[src/rtl/chess_pkg.sv]
`default_nettype none
// ============================================================================
// Module   : chess_pkg
// Brief    : Shared state encoding and timing constants for the chess timer.
// Revision : 1.0 - initial release
// ============================================================================
package chess_pkg;

  // Turn-controller states, 3-bit encoding
  typedef enum logic [2:0] {
    ST_IDLE  = 3'd0,
    ST_RUN_A = 3'd1,
    ST_RUN_B = 3'd2,
    ST_PAUSE = 3'd3,
    ST_FLAG  = 3'd4
  } state_e;

  // Default starting time per player in centiseconds (5 minutes)
  localparam int unsigned DEF_TIME_CS = 30000;

  // Rate of the shared tick strobe from the divider stage
  localparam int unsigned TICK_HZ = 100;

endpackage
`default_nettype wire

[src/rtl/edge_det.sv]
`default_nettype none
// ============================================================================
// Module   : edge_det
// Brief    : Rising-edge detector against a one-cycle-delayed copy. The copy
//            resets high so a level already asserted at reset gives no edge.
// Revision : 1.0 - initial release
// ============================================================================
module edge_det (
  input  logic clk_i,
  input  logic rst_ni,
  input  logic d_i,
  output logic rise_o
);

  logic d_q;

  // Delayed copy of the input; reset high to suppress an edge on held levels
  always_ff @(posedge clk_i or negedge rst_ni) begin
    if (!rst_ni) begin
      d_q <= 1'b1;
    end else begin
      d_q <= d_i;
    end
  end

  assign rise_o = d_i & ~d_q;

endmodule
`default_nettype wire

[src/rtl/chess_turn_ctrl.sv]
`default_nettype none
// ============================================================================
// Module   : chess_turn_ctrl
// Brief    : Chess timer turn controller. Routes the 100 Hz tick to the
//            player on move, sequences IDLE/RUN/PAUSE/FLAG and applies a
//            saturating Fischer increment on each move.
// Revision : 1.0 - initial release
// ============================================================================
module chess_turn_ctrl
  import chess_pkg::*;
#(
  parameter int unsigned TIME_W   = 20,
  parameter int unsigned DEF_TIME = DEF_TIME_CS,
  parameter int unsigned INC_CS   = 0
) (
  input  logic              clkIn,
  input  logic              rstN,
  input  logic              tickIn,
  input  logic              btnA,
  input  logic              btnB,
  input  logic              startIn,
  input  logic              pauseIn,
  input  logic              loadIn,
  input  logic [TIME_W-1:0] timeIn,
  output logic [TIME_W-1:0] timeA,
  output logic [TIME_W-1:0] timeB,
  output logic              turnB,
  output logic              running,
  output logic              flagA,
  output logic              flagB
);

  // Two guard bits: one for the increment carry, one for the tick borrow
  localparam logic [TIME_W+1:0] C_INC = (TIME_W+2)'(INC_CS);
  localparam logic [TIME_W+1:0] C_MAX = {2'b00, {TIME_W{1'b1}}};
  localparam logic [TIME_W-1:0] C_DEF = TIME_W'(DEF_TIME);
  localparam logic [TIME_W-1:0] C_ONE = TIME_W'(1);

  state_e            state_q;
  logic [TIME_W-1:0] timeA_q;
  logic [TIME_W-1:0] timeB_q;
  logic              turnB_q;
  logic              running_q;
  logic              flagA_q;
  logic              flagB_q;

  logic btnA_e;
  logic btnB_e;
  logic start_e;
  logic pause_e;
  logic load_e;

  edge_det u_ed_btn_a (.clk_i(clkIn), .rst_ni(rstN), .d_i(btnA),    .rise_o(btnA_e));
  edge_det u_ed_btn_b (.clk_i(clkIn), .rst_ni(rstN), .d_i(btnB),    .rise_o(btnB_e));
  edge_det u_ed_start (.clk_i(clkIn), .rst_ni(rstN), .d_i(startIn), .rise_o(start_e));
  edge_det u_ed_pause (.clk_i(clkIn), .rst_ni(rstN), .d_i(pauseIn), .rise_o(pause_e));
  edge_det u_ed_load  (.clk_i(clkIn), .rst_ni(rstN), .d_i(loadIn),  .rise_o(load_e));

  // Time after a move: t - tick + increment, clamped to the counter maximum.
  // Callers only pass tk=1 when t is non-zero, so the sum never borrows.
  function automatic logic [TIME_W-1:0] move_time(input logic [TIME_W-1:0] t,
                                                   input logic tk);
    logic [TIME_W+1:0] s;
    s = {2'b00, t} + C_INC - {{(TIME_W+1){1'b0}}, tk};
    if (s > C_MAX) begin
      move_time = {TIME_W{1'b1}};
    end else begin
      move_time = s[TIME_W-1:0];
    end
  endfunction

  // Per-player counter candidates; a tick on an empty counter is never applied
  logic              tickA_d;
  logic              tickB_d;
  logic              lastA_d;
  logic              lastB_d;
  logic [TIME_W-1:0] decA_d;
  logic [TIME_W-1:0] decB_d;
  logic [TIME_W-1:0] moveA_d;
  logic [TIME_W-1:0] moveB_d;

  assign tickA_d = tickIn & (timeA_q != '0);
  assign tickB_d = tickIn & (timeB_q != '0);
  assign lastA_d = tickIn & (timeA_q == C_ONE);
  assign lastB_d = tickIn & (timeB_q == C_ONE);
  assign decA_d  = timeA_q - C_ONE;
  assign decB_d  = timeB_q - C_ONE;
  assign moveA_d = move_time(timeA_q, tickA_d);
  assign moveB_d = move_time(timeB_q, tickB_d);

  // Game sequencer with both countdown counters and all registered outputs
  always_ff @(posedge clkIn or negedge rstN) begin
    if (!rstN) begin
      state_q   <= ST_IDLE;
      timeA_q   <= C_DEF;
      timeB_q   <= C_DEF;
      turnB_q   <= 1'b0;
      running_q <= 1'b0;
      flagA_q   <= 1'b0;
      flagB_q   <= 1'b0;
    end else begin
      case (state_q)
        ST_IDLE: begin
          if (load_e) begin
            timeA_q <= timeIn;
            timeB_q <= timeIn;
          end else if (start_e) begin
            turnB_q <= 1'b0;
            if (timeA_q == '0) begin
              state_q <= ST_FLAG;
              flagA_q <= 1'b1;
            end else begin
              state_q   <= ST_RUN_A;
              running_q <= 1'b1;
            end
          end
        end

        ST_RUN_A: begin
          if (lastA_d) begin
            timeA_q   <= '0;
            flagA_q   <= 1'b1;
            state_q   <= ST_FLAG;
            running_q <= 1'b0;
          end else if (pause_e) begin
            state_q   <= ST_PAUSE;
            running_q <= 1'b0;
          end else if (btnA_e) begin
            timeA_q <= moveA_d;
            state_q <= ST_RUN_B;
            turnB_q <= 1'b1;
          end else if (tickA_d) begin
            timeA_q <= decA_d;
          end
        end

        ST_RUN_B: begin
          if (lastB_d) begin
            timeB_q   <= '0;
            flagB_q   <= 1'b1;
            state_q   <= ST_FLAG;
            running_q <= 1'b0;
          end else if (pause_e) begin
            state_q   <= ST_PAUSE;
            running_q <= 1'b0;
          end else if (btnB_e) begin
            timeB_q <= moveB_d;
            state_q <= ST_RUN_A;
            turnB_q <= 1'b0;
          end else if (tickB_d) begin
            timeB_q <= decB_d;
          end
        end

        ST_PAUSE: begin
          if (pause_e) begin
            state_q   <= turnB_q ? ST_RUN_B : ST_RUN_A;
            running_q <= 1'b1;
          end else if (load_e) begin
            state_q <= ST_IDLE;
            timeA_q <= timeIn;
            timeB_q <= timeIn;
            turnB_q <= 1'b0;
          end
        end

        ST_FLAG: begin
          if (load_e) begin
            state_q <= ST_IDLE;
            timeA_q <= timeIn;
            timeB_q <= timeIn;
            turnB_q <= 1'b0;
            flagA_q <= 1'b0;
            flagB_q <= 1'b0;
          end
        end

        default: begin
          state_q   <= ST_IDLE;
          running_q <= 1'b0;
        end
      endcase
    end
  end

  assign timeA   = timeA_q;
  assign timeB   = timeB_q;
  assign turnB   = turnB_q;
  assign running = running_q;
  assign flagA   = flagA_q;
  assign flagB   = flagB_q;

endmodule
`default_nettype wire

[config.mk]
export PLATFORM = sky130hd
export DESIGN_NAME = chess_turn_ctrl
export DESIGN_NICKNAME = d
export VERILOG_FILES = /design/src/rtl/chess_pkg.sv /design/src/rtl/edge_det.sv /design/src/rtl/chess_turn_ctrl.sv
export SDC_FILE = /design/constraint.sdc
export NUM_CORES = 1
export LEC_CHECK = 0
export ABC_AREA = 1
export CAP_MARGIN = 15
export CORE_ASPECT_RATIO = 2
export CORE_MARGIN = 1.5
export CORE_UTILIZATION = 44
export CTS_CLUSTER_SIZE = 10
export DETAILED_ROUTE_END_ITERATION = 8
export PLACE_DENSITY = 0.67
export REMOVE_ABC_BUFFERS = 1
export SYNTH_ARGS = -nofsm -noshare
export SYNTH_HDL_FRONTEND = slang
export SYNTH_SLANG_ARGS = --single-unit
[constraint.sdc]
create_clock -name clkIn -period 5.9 [get_ports clkIn]
set_input_delay 0.59 -clock clkIn [delete_from_list [all_inputs] [get_ports clkIn]]
set_output_delay 0.59 -clock clkIn [all_outputs]
set_load 0.02 [all_outputs]
* Word-level counts from Yosys, hierarchy flattened *
Cells that the tools add are included.

word-level totals
  bits in registers = 52
  input bits = 28
  output and inout bits = 44
  logic and storage cells = 133

cells by class
  add/sub/neg operators = 4
  magnitude comparators = 2
  eq/ne operators = 27
  multiplexer cells = 56
  bitwise gates (word level) = 15
  reductions and logical operators = 17

operators by type and width
  kind                                                             number
  2-to-1 mux 20 bit                                                14
  one-hot mux 20 bit (3 select lines)                              2
  greater-than comparator 22 x 20 -> 1 bit, second input constant  2
  subtractor 20 x 1 -> 21 bit                                      2
  equality test 20 x 1 -> 1 bit, second input constant             2
  nonzero test 20 bit                                              2
  subtractor 20 x 1 -> 20 bit, second input constant               2
  2-to-1 mux 3 bit                                                 11
  != test 2 bit, second input constant                             15
  2-to-1 mux 1 bit                                                 23
  zero test 20 bit                                                 1
  != test 4 bit, second input constant                             4
  one-hot mux 3 bit (5 select lines)                               1
  AND reduction 4 bit                                              3
  one-hot mux 1 bit (5 select lines)                               2
  AND reduction 10 bit                                             1
  AND 1 bit                                                        9
  nonzero test 3 bit                                               3
  equality test 3 x 2 -> 1 bit, second input constant              2
  != test 3 bit, second input constant                             2
  NOT 1 bit                                                        6
  AND reduction 6 bit                                              1
  AND reduction 5 bit                                              1
  nonzero test 5 bit                                               1
  other kinds (9)                                                  9

* Longest topological paths before layout *
Gate-level depths: netlist (run 1).

  word-level depth = 9
  mapped depth = 19

* Modules after synthesis *
A second synthesis (run 1) with hierarchy kept.

unflattened totals
  cells, all modules = 815
  area, all modules = 4827.1 sq um

modules (own cells, without submodules)
  module           instances  cells an instance  area an instance (sq um)
  chess_turn_ctrl  1          800                4645.7
  edge_det         5          3                  36.3

* Worst setup path after synthesis (run 1) *
OpenSTA, ideal clock, no wires.

  kind = flip-flop to flip-flop
  start point = register timeB_q[0], in the netlist timeB[0]
  end point = register timeB_q[1], in the netlist timeB[1]
  setup time = 74 ps
  arrival time = 2399 ps
  data required time = 5826 ps
  setup slack = 3427 ps
  cell stages (with the launch flop) = 20
  cells stage by stage = dfrtp_1 inv_1 ha_1 inv_1 nor2_1 nand3_1 nand2_1 inv_1 ha_1 ha_1 nand2_1 nor2_2 nand3b_1 nand2_2 inv_2 nand2_1 nand2_1 nand2_1 nand2_1 o21ai_2

on the way
  cells in the longest elaborated chain, start to end = 9

RTL lines
  what                                      line                    RTL
  start: declaration                        chess_turn_ctrl.sv:41   logic [TIME_W-1:0] timeB_q;
  start signal: assignment                  chess_turn_ctrl.sv:106  timeB_q <= timeIn;
  start signal: assignment                  chess_turn_ctrl.sv:147  timeB_q <= moveB_d;
  start signal: assignment                  chess_turn_ctrl.sv:162  timeB_q <= timeIn;
  nonzero test 20 bit                       chess_turn_ctrl.sv:83   assign tickB_d = tickIn & (timeB_q != '0);
  AND 1 bit                                 chess_turn_ctrl.sv:83
  subtractor 20 x 1 -> 21 bit               chess_turn_ctrl.sv:64   s = {2'b00, t} + C_INC - {{(TIME_W+1){1'b0}}, tk};
  greater-than comparator 22 x 20 -> 1 bit  chess_turn_ctrl.sv:65   if (s > C_MAX) begin
  2-to-1 mux 20 bit                         chess_turn_ctrl.sv:65
  2-to-1 mux 20 bit                         chess_turn_ctrl.sv:146  end else if (btnB_e) begin
  2-to-1 mux 20 bit                         chess_turn_ctrl.sv:143  end else if (pause_e) begin
  2-to-1 mux 20 bit                         chess_turn_ctrl.sv:138  if (lastB_d) begin
  one-hot mux 20 bit (3 select lines)       chess_turn_ctrl.sv:102  case (state_q)

Several ways; a longest one is shown, not always the timed one. The select of a mux whose other input is x is not followed.
A chain may end at the register's enable or synchronous reset.

* Final worst setup path (run 1) *
Ends and elaborated chain as after synthesis.

==> flow_metrics.env, run 1 <==
export IMPL_r2r_setup_slack_ps=2870
export IMPL_synth_ff_type="dfrtp_1"
export IMPL_r2r_start="timeB[0]"
export IMPL_synth_edf_count=0
export IMPL_fin_util=0.5409
export IMPL_required_ps=6130
export IMPL_drc=0
export IMPL_clock_skew_ps=13.27
export IMPL_cp_start_kind="flop"
export IMPL_tightest_slew_ps=824.0
export IMPL_fmax_mhz=330.4
export IMPL_wl_per_cell_um=16.02
export IMPL_hpwl_um=12360
export IMPL_num_rows=54
export IMPL_cts_buffers=5
export IMPL_slew_headroom=0.4501
export IMPL_cts_tree="yes"
export IMPL_syn_area_mm2=0.004971
export IMPL_cts_resized=0
export IMPL_fin_total_pwr_mw=3.526
export IMPL_finalCritPeriodShare=0.5129
export IMPL_post_cts_buffers=0
export IMPL_syn_inst=810
export IMPL_diodes=0
export IMPL_cts_sinks=52
export IMPL_crit_end="timeB[1]"
export IMPL_clkTransAtPathRegs_ps=90
export IMPL_p_per_area_mw_per_mm2=595.5
export IMPL_yosys_warnings=0
export IMPL_totalWireLength_um=16310
export IMPL_arrival_ps=3250
export IMPL_crit_type="reg -> reg"
export IMPL_grt_pass1_vias=5463
export IMPL_synth_avg_cell_area_um2=6.137
export IMPL_clock_latency_ps=310
export IMPL_end_kind="flop"
export IMPL_setup_violations=0
export IMPL_status="completed"
export IMPL_final_common_cell="nand2_1"
export IMPL_grt_max_degree=53
export IMPL_ir_drop_uv=330.6
export IMPL_p_leak_nw=2.857
export IMPL_final_cell_mix="318 x nand2_1, 91 x nand3_1, 86 x nor2_1"
export IMPL_min_period_ps=3026
export IMPL_setup_tns_final_ps=0
export IMPL_viasPerCell=5.423
export IMPL_hold_viol=0
export IMPL_port_buffers=71
export IMPL_synth_cell_types=38
export IMPL_firstDrtPassIters=5
export IMPL_core_area_mm2=0.01095
export IMPL_drt_iter0_drc=252
export IMPL_grt_usage=0.2822
export IMPL_maxSlewViolCount=0
export IMPL_h_tree_depth=2
export IMPL_initial_utilization=0.4542
export IMPL_maxCapViolCount=0
export IMPL_async_reset_ff_frac=1.000
export IMPL_antenna_found_initial=0
export IMPL_stdcell_area_mm2=0.005921
export IMPL_dpl_instance_area_mm2=0.005768
export IMPL_routed_via_count=5521
export IMPL_cts_buffer_depth=2
export IMPL_drtAntennaViolNets=0
export IMPL_fp_dieArea_mm2=0.01198
export IMPL_cts_root_buf="clkbuf_16"
export IMPL_cp_startpoint="timeB[0]"
export IMPL_nets=915
export IMPL_die_y_um=153.3
export IMPL_dp_cells=1010
export IMPL_hold_class="in -> async"
export IMPL_rr_worst_depth=19
export IMPL_die_width_um=78.16
export IMPL_drive_above_1_share=0.1093
export IMPL_cts_hold_buf=0
export IMPL_ios=72
export IMPL_worstPathMaxFanout=9
export IMPL_instances_no_fill=1018
export IMPL_rr_endpoint="timeB[1]"
export IMPL_syn2layout_area_growth_pct=19.10
export IMPL_gr_total_overflow=0
export IMPL_synth_seq_cells=52
export IMPL_rsz0062_at_grt="no"
export IMPL_place_gp_congestion=0.9497
export IMPL_grt_first_pass_wirelength_um=26720
export IMPL_ys_seq_area_frac=0.2665
-- cells by family (layout without fill, tap and decap cells) --
group,count (synthesis),in the layout,share of synthesized area
AOI/OAI and AO/OA,64,64,0.07400
DFF,52,52,0.2665
buffers and inverters,93,161,0.08230
xor gates and xnor gates,26,26,0.04581
and+or+nand+nor,565,565,0.5062
adders and majority gates,10,10,0.02517
-- layout make-up --
cell class,instances,area [um^2]
fill,1129,5025
multi-input combinational,665,3237
sequential,52,1325
timing repair buffer,73,720.7
inverter,80,310.3
tap,140,175.2
clock buffer,5,125.1
clock inverter,3,27.53
-- power breakdown --
group / internal (mW) / switching, mW / leakage [nW] / total [mW]
logic: 0.830 / 1.56 / 2.18 / 2.39
registers: 0.551 / 0.259 / 0.610 / 0.809
clock network: 0.162 / 0.161 / 0.0719 / 0.323
total: 1.54 / 1.98 / 2.86 / 3.53
-- worst min path at each step --
stage	endpoint	slack, ps
2_1_floorplan	flagA	290
3_3_place_gp	flagA	470
3_5_place_dp	flagA	490
4_1_cts	timeA[2]	450
5_1_grt	timeA[2]	480
6_report	timeA[2]	420
-- metal layers --
metal	part of all wire	vias to the layer above	global-route usage
met2	0.53	207	0.5238
met3	0.041	53	0.01970
li1	-	2713	-
met1	0.38	2548	0.3089
met5	0	-	0
met4	0.048	0	0.1539
-- Yosys cell counts, types with 3 or more instances --
| library cell | count | area share |
|---|---|---|
| nor2_1 | 86 | 0.065 |
| nor3_1 | 3 | 0.0030 |
| xor2_1 | 24 | 0.042 |
| nor2_2 | 17 | 0.021 |
| dfstp_2 | 19 | 0.10 |
| ha_1 | 10 | 0.025 |
| dfrtp_1 | 33 | 0.17 |
| nand3_2 | 3 | 0.0060 |
| nand3_1 | 91 | 0.092 |
| nand3_4 | 3 | 0.011 |
| inv_1 | 67 | 0.051 |
| inv_2 | 8 | 0.0060 |
| nand2_2 | 12 | 0.015 |
| nand2_4 | 3 | 0.0068 |
| buf_6 | 4 | 0.0091 |
| nor2_4 | 3 | 0.0068 |
| or2_2 | 3 | 0.0038 |
| a21oi_1 | 17 | 0.017 |
| o21ai_1 | 3 | 0.0030 |
| clkbuf_1 | 5 | 0.0038 |
| nand3b_1 | 6 | 0.0091 |
| nand4_1 | 15 | 0.019 |
| o211ai_1 | 3 | 0.0045 |
| nand2_1 | 318 | 0.24 |
| o21ai_0 | 28 | 0.028 |
| o21ai_2 | 9 | 0.016 |
-- metrics by stage --
| step | worst slack, ps | hold WS [ps] |
|---|---|---|
| after CTS | 2903 | 449.2 |
| after global routing | 2561 | 484.4 |
| after floorplan | 3416 | 294.4 |
| after global placement | 2763 | 472.6 |
| after detailed placement | 2704 | 486.5 |
| final | 2874 | 419.8 |
-- worst max-delay path, cell delays in order (launching register included) --
cell and delay (ps):
dfrtp_1 440, inv_1 200, ha_1 260, inv_1 50, nor2_1 40, nand3_1 80
nand2_1 80, inv_1 70, ha_1 270, ha_1 260, nand2_1 120, nor2_2 340
nand3b_1 170, nand2_2 140, inv_2 100, nand2_1 70, nand2_1 50, nand2_1 60
nand2_1 60, o21ai_2 70
Note: power is estimated with default switching activity, not from simulation.
==> run 2, diff against run 1 <==
==> constraint.sdc (replaced) <==
create_clock -name clkIn -period 3.1 [get_ports clkIn]
set_input_delay 0.31 -clock clkIn [delete_from_list [all_inputs] [get_ports clkIn]]
set_output_delay 0.31 -clock clkIn [all_outputs]
set_load 0.02 [all_outputs]
==> run 2 against run 1 <==
Sequential share of layout area is 0.43 points lower. Critical path depth is 1 lower. Cell count is 1.2% higher. Power is 99% higher. Register-to-register slack worse by 2600 ps. Non-clock buffer count is 12 higher. Via count is 2.7% higher. Combinational power is 100% higher. Die area stayed put. First-iteration DRC count is 30% higher. Clock skew is 2.4 ps lower. Flip-flop and latch count stayed put. Largest cell class unchanged.
==> flow_metrics.env, run 2 (synthesis results as in run 1) <==
export IMPL_cp_start_kind="flop"
export IMPL_port_buffers=71
export IMPL_required_ps=3300
export IMPL_setup_violations=0
export IMPL_maxCapViolCount=0
export IMPL_cts_buffers=5
export IMPL_firstDrtPassIters=5
export IMPL_min_period_ps=2840
export IMPL_holdWs_ps=99.40
export IMPL_cpPeakStageDelay_ps=480
export IMPL_die_width_um=78.16
export IMPL_ios=72
export IMPL_fillCellCount=1162
export IMPL_hold_class="in -> async"
export IMPL_h_tree_depth=2
export IMPL_antenna_found_initial=0
export IMPL_setup_tns_final_ps=0
export IMPL_seq_area_mm2=0.001326
export IMPL_final_common_cell="nand2_1"
export IMPL_clock_latency_ps=310
export IMPL_cpMostUsedCell="nand2_1"
export IMPL_cts_buffer_depth=2
export IMPL_initial_utilization=0.4542
export IMPL_post_cts_buffers=0
export IMPL_tightest_slew_ps=818.9
export IMPL_num_rows=54
export IMPL_worstPathMaxFanout=8
export IMPL_crit_type="reg -> reg"
export IMPL_p_per_area_mw_per_mm2=1164
export IMPL_routed_via_count=5669
export IMPL_fmax_mhz=352.1
export IMPL_place_gp_congestion=1.134
export IMPL_multi_input_area_mm2=0.003242
export IMPL_gr_total_overflow=0
export IMPL_cts_sinks=52
export IMPL_drc=0
export IMPL_end_kind="flop"
export IMPL_drt_iter0_drc=328
export IMPL_totalWireLength_um=18250
export IMPL_viasPerCell=5.504
export IMPL_worstPathCellList="nor2_2 -> nand2_2 -> nor2_4 -> nand4_1 -> nand2_2 -> inv_1 -> ha_1 -> ha_1 -> nand2_1 -> nor2_4 -> nand3b_1 -> nand2_1 -> inv_2 -> nand2_1 -> nand2_1 -> nand2_1 -> nand2_2 -> o21ai_2"
export IMPL_final_cell_mix="318 x nand2_1, 91 x nand3_1, 86 x nor2_1"
export IMPL_grt_pass1_vias=5526
export IMPL_grt_usage=0.3112
export IMPL_slowest_stage="dfrtp_2"
export IMPL_stdcell_area_mm2=0.006042
export IMPL_core_area_mm2=0.01095
export IMPL_wl_per_cell_um=17.72
export IMPL_drtAntennaViolNets=0
export IMPL_instances_no_fill=1030
export IMPL_finalCritPeriodShare=0.9161
export IMPL_slew_headroom=0.4540
export IMPL_clkTransAtPathRegs_ps=80
export IMPL_cts_root_buf="clkbuf_16"
export IMPL_dpl_instance_area_mm2=0.005858
export IMPL_cts_tree="yes"
export IMPL_arrival_ps=3040
export IMPL_status="completed"
export IMPL_dp_cells=1022
export IMPL_drive_above_1_share=0.1225
export IMPL_hold_viol=0
export IMPL_grt_max_degree=35
export IMPL_cts_hold_buf=0
export IMPL_clock_skew_ps=10.91
export IMPL_fp_dieArea_mm2=0.01198
export IMPL_syn2layout_area_growth_pct=21.55
export IMPL_grt_first_pass_wirelength_um=28660
export IMPL_ir_drop_uv=547.5
export IMPL_die_y_um=153.3
export IMPL_hpwl_um=14320
export IMPL_nets=927
export IMPL_maxSlewViolCount=0
export IMPL_rsz0062_at_grt="no"
export IMPL_p_leak_nw=2.932
export IMPL_diodes=0
-- run 2: cell count changes in the layout (fill, tap and decap cells not counted), sizes merged --
cell	change
buf	+12
bufinv	+1
clkbuf	+1
clkinvlp	-1
inv	-1
-- run 2: cell type report --
cell class	count	area share
Timing Repair Buffer	85	0.1342
Multi-Input combinational cell	665	0.5366
Tap cell	140	0.02899
Inverter	80	0.05136
Clock buffer	6	0.02299
Sequential cell	52	0.2195
Clock inverter	2	0.006420
-- run 2: final timing paths --
check	start	endpoint	slack (ps)	cells past startpoint
setup / recovery	timeA[9]	timeA[1]	260	18
hold / removal	rstN	turnB	100	1
hold reg to reg	flagA	flagA	490	2
setup reg to reg	timeA[9]	timeA[1]	260	18
max in group asynchronous	rstN	timeA[13]	2220	2
min in group clkIn	btnA	u_ed_btn_a.d_q	430	1
-- run 2: power breakdown --
part           switching [mW]  total (mW)  internal (mW)
clock network           0.291       0.697          0.406
registers               0.444        1.49           1.05
logic                    3.20        4.84           1.64
-- run 2: per-layer routing --
layer,vias to the layer above,routed length [um],GRT usage,share of wire
met4,0,1055,0.1726,0.058
li1,2732,-,-,-
met3,58,705,0.02925,0.039
met2,197,10010,0.5971,0.55
met1,2682,6477,0.3174,0.35
met5,-,0,0,0
-- run 2: worst max-delay path: cells and delay by family, from the launching register on --
family                   cells  cell delay, ps
AO/OA/AOI/OAI                1              50
adder cells (fa/ha/maj)      2             420
buffers and inverters        2             250
flip-flops                   1             480
AND/OR/NAND/NOR             13            1530
-- run 2: repair_timing --
action	CTS	global route
gates resized for setup	0	2
setup endpoints to repair	0	4
endpoints found under the hold margin	0	0
-- run 2: stage by stage --
step	util	worst slack [ps]	power (mW)
global placement	0.5352	398.7	6.227
global route	0.5520	17.35	7.622
floorplan	-	615.7	4.571
finish	0.5520	260.1	7.031
CTS	0.5514	225.2	7.006
detailed placement	0.5352	259.2	6.285
==> run 3, diff against run 2 <==
--- a/config.mk
+++ b/config.mk
@@ -7,7 +7,7 @@
 export LEC_CHECK = 0
 export ABC_AREA = 1
 export CAP_MARGIN = 15
-export CORE_ASPECT_RATIO = 2
+export CORE_ASPECT_RATIO = 1.75
 export CORE_MARGIN = 1.5
 export CORE_UTILIZATION = 44
 export CTS_CLUSTER_SIZE = 10
==> run 3 against run 2 <==
Combinational power down 2%. Critical path depth did not move. Core utilization down 0.91 points. Setup slack better by 34 ps. Highest routed layer unchanged.
==> flow_metrics.env, run 3 (synthesis results as in run 1) <==
export IMPL_instances_no_fill=1021
export IMPL_hold_viol=0
export IMPL_die_y_um=143.6
export IMPL_crit_type="reg -> reg"
export IMPL_die_width_um=83.35
export IMPL_setup_tns_final_ps=0
export IMPL_slew_headroom=0.4973
export IMPL_h_tree_depth=2
export IMPL_initial_utilization=0.4503
export IMPL_worstPathCellList="nor2_1 -> nand2_1 -> nor2_2 -> nand3_1 -> nand2_1 -> inv_1 -> ha_1 -> ha_1 -> nand2_1 -> nor2_2 -> nand3b_1 -> nand2_2 -> inv_2 -> nand2_1 -> nand2_1 -> nand2_1 -> nand2_1 -> o21ai_2"
export IMPL_grt_pass1_vias=5359
export IMPL_arrival_ps=3040
export IMPL_crit_buf_inv=2
export IMPL_hpwl_um=13300
export IMPL_fin_util=0.5429
export IMPL_gr_total_overflow=0
export IMPL_cts_hold_buf=0
export IMPL_cts_buffers=5
export IMPL_dpl_instance_area_mm2=0.005833
export IMPL_wl_per_cell_um=16.81
export IMPL_cpPeakStageDelay_ps=610
export IMPL_fp_dieArea_mm2=0.01197
export IMPL_cp_start_kind="flop"
export IMPL_holdWs_ps=140.0
export IMPL_final_common_cell="nand2_1"
export IMPL_port_buffers=71
export IMPL_worstPathMaxFanout=6
export IMPL_setup_violations=0
export IMPL_fillCellCount=1162
export IMPL_end_kind="flop"
export IMPL_p_leak_nw=2.909
export IMPL_status="completed"
export IMPL_cts_tree="yes"
export IMPL_rsz0062_at_grt="no"
export IMPL_num_rows=51
export IMPL_firstDrtPassIters=6
export IMPL_p_per_area_mw_per_mm2=1142
export IMPL_routed_via_count=5607
export IMPL_cts_sinks=52
export IMPL_grt_max_degree=53
export IMPL_drc=0
export IMPL_ir_drop_uv=650.8
export IMPL_cts_root_buf="clkbuf_16"
export IMPL_fmax_mhz=356.4
export IMPL_grt_first_pass_wirelength_um=27300
export IMPL_drt_iter0_drc=238
export IMPL_slowest_stage="dfstp_2"
export IMPL_dp_cells=1012
export IMPL_antenna_found_initial=0
export IMPL_place_gp_congestion=0.9809
export IMPL_clock_skew_ps=12.14
export IMPL_cpMostUsedCell="nand2_1"
export IMPL_finalCritPeriodShare=0.9051
export IMPL_diodes=0
export IMPL_ios=72
export IMPL_hold_class="in -> async"
export IMPL_clock_latency_ps=300
export IMPL_drtAntennaViolNets=0
export IMPL_maxCapViolCount=0
export IMPL_min_period_ps=2806
export IMPL_totalWireLength_um=17160
export IMPL_tightest_slew_ps=754.0
export IMPL_path_delay_family="simple AND/OR/NAND/NOR gates"
export IMPL_core_area_mm2=0.01104
export IMPL_grt_usage=0.2912
export IMPL_final_cell_mix="318 x nand2_1, 91 x nand3_1, 86 x nor2_1"
export IMPL_required_ps=3330
export IMPL_viasPerCell=5.492
export IMPL_cts_buffer_depth=2
export IMPL_drive_above_1_share=0.1192
export IMPL_stdcell_area_mm2=0.005993
export IMPL_maxSlewViolCount=0
export IMPL_clkTransAtPathRegs_ps=80
export IMPL_syn2layout_area_growth_pct=20.56
export IMPL_nets=926
[run 3: changes by cell type in the layout (fill, tap and decap cells not counted)]
cell / change
buf_4: -1
inv_2: -1
nor2_2: +1
nor2_4: -1
clkinvlp_4: +1
clkinv_4: -1
bufinv_16: -1
dfrtp_1: +1
inv_4: +1
dfrtp_2: -1
clkbuf_1: +1
[run 3: timing repair]
action / in CTS / in global routing
setup buffers: 0 / 1
setup endpoints to repair: 0 / 7
gates resized for setup: 0 / 1
[run 3: worst paths after layout]
| check | slack [ps] | to | from | depth (start not counted) |
|---|---|---|---|---|
| max | 290 | timeB[1] | timeB[4] | 18 |
| min | 140 | flagB | rstN | 2 |
| max reg2reg | 290 | timeB[1] | timeB[4] | 18 |
| min reg2reg | 500 | timeB[5] | timeB[5] | 2 |
| max in group asynchronous | 2440 | timeB[7] | rstN | 2 |
| min in group clkIn | 440 | u_ed_load.d_q | loadIn | 1 |
[run 3: cell type report]
cell class              instances  area (um^2)  share of cell area
repair buffers                 84        803.3              0.1340
clock buffers                   7        142.6             0.02380
flip-flops and latches         52         1325              0.2211
clock inverters                 1        7.507            0.001253
multi-input cells             665         3237              0.5401
inverters                      80        312.8             0.05219
well taps                     132        165.2             0.02756
[run 3: where the power goes]
part / leakage [nW] / switching (mW) / total (mW) / internal, mW
Sequential: 0.610 / 0.461 / 1.51 / 1.05
Clock: 0.0701 / 0.283 / 0.607 / 0.324
Combinational: 2.23 / 3.09 / 4.73 / 1.64
[run 3: metal layers]
metal,GRT usage,part of all wire,up-vias
met2,0.5640,0.54,188
met1,0.3124,0.37,2626
met5,0,0,-
met3,0.02125,0.035,51
met4,0.1518,0.048,0
li1,-,-,2742
[run 3: per-stage QoR]
stage	setup slack [ps]	total power, mW
finish	294.3	6.844
detailed placement	187.1	6.212
global placement	237.6	6.150
CTS	172.9	6.835
floorplan	615.7	4.571
global route	8.777	7.426
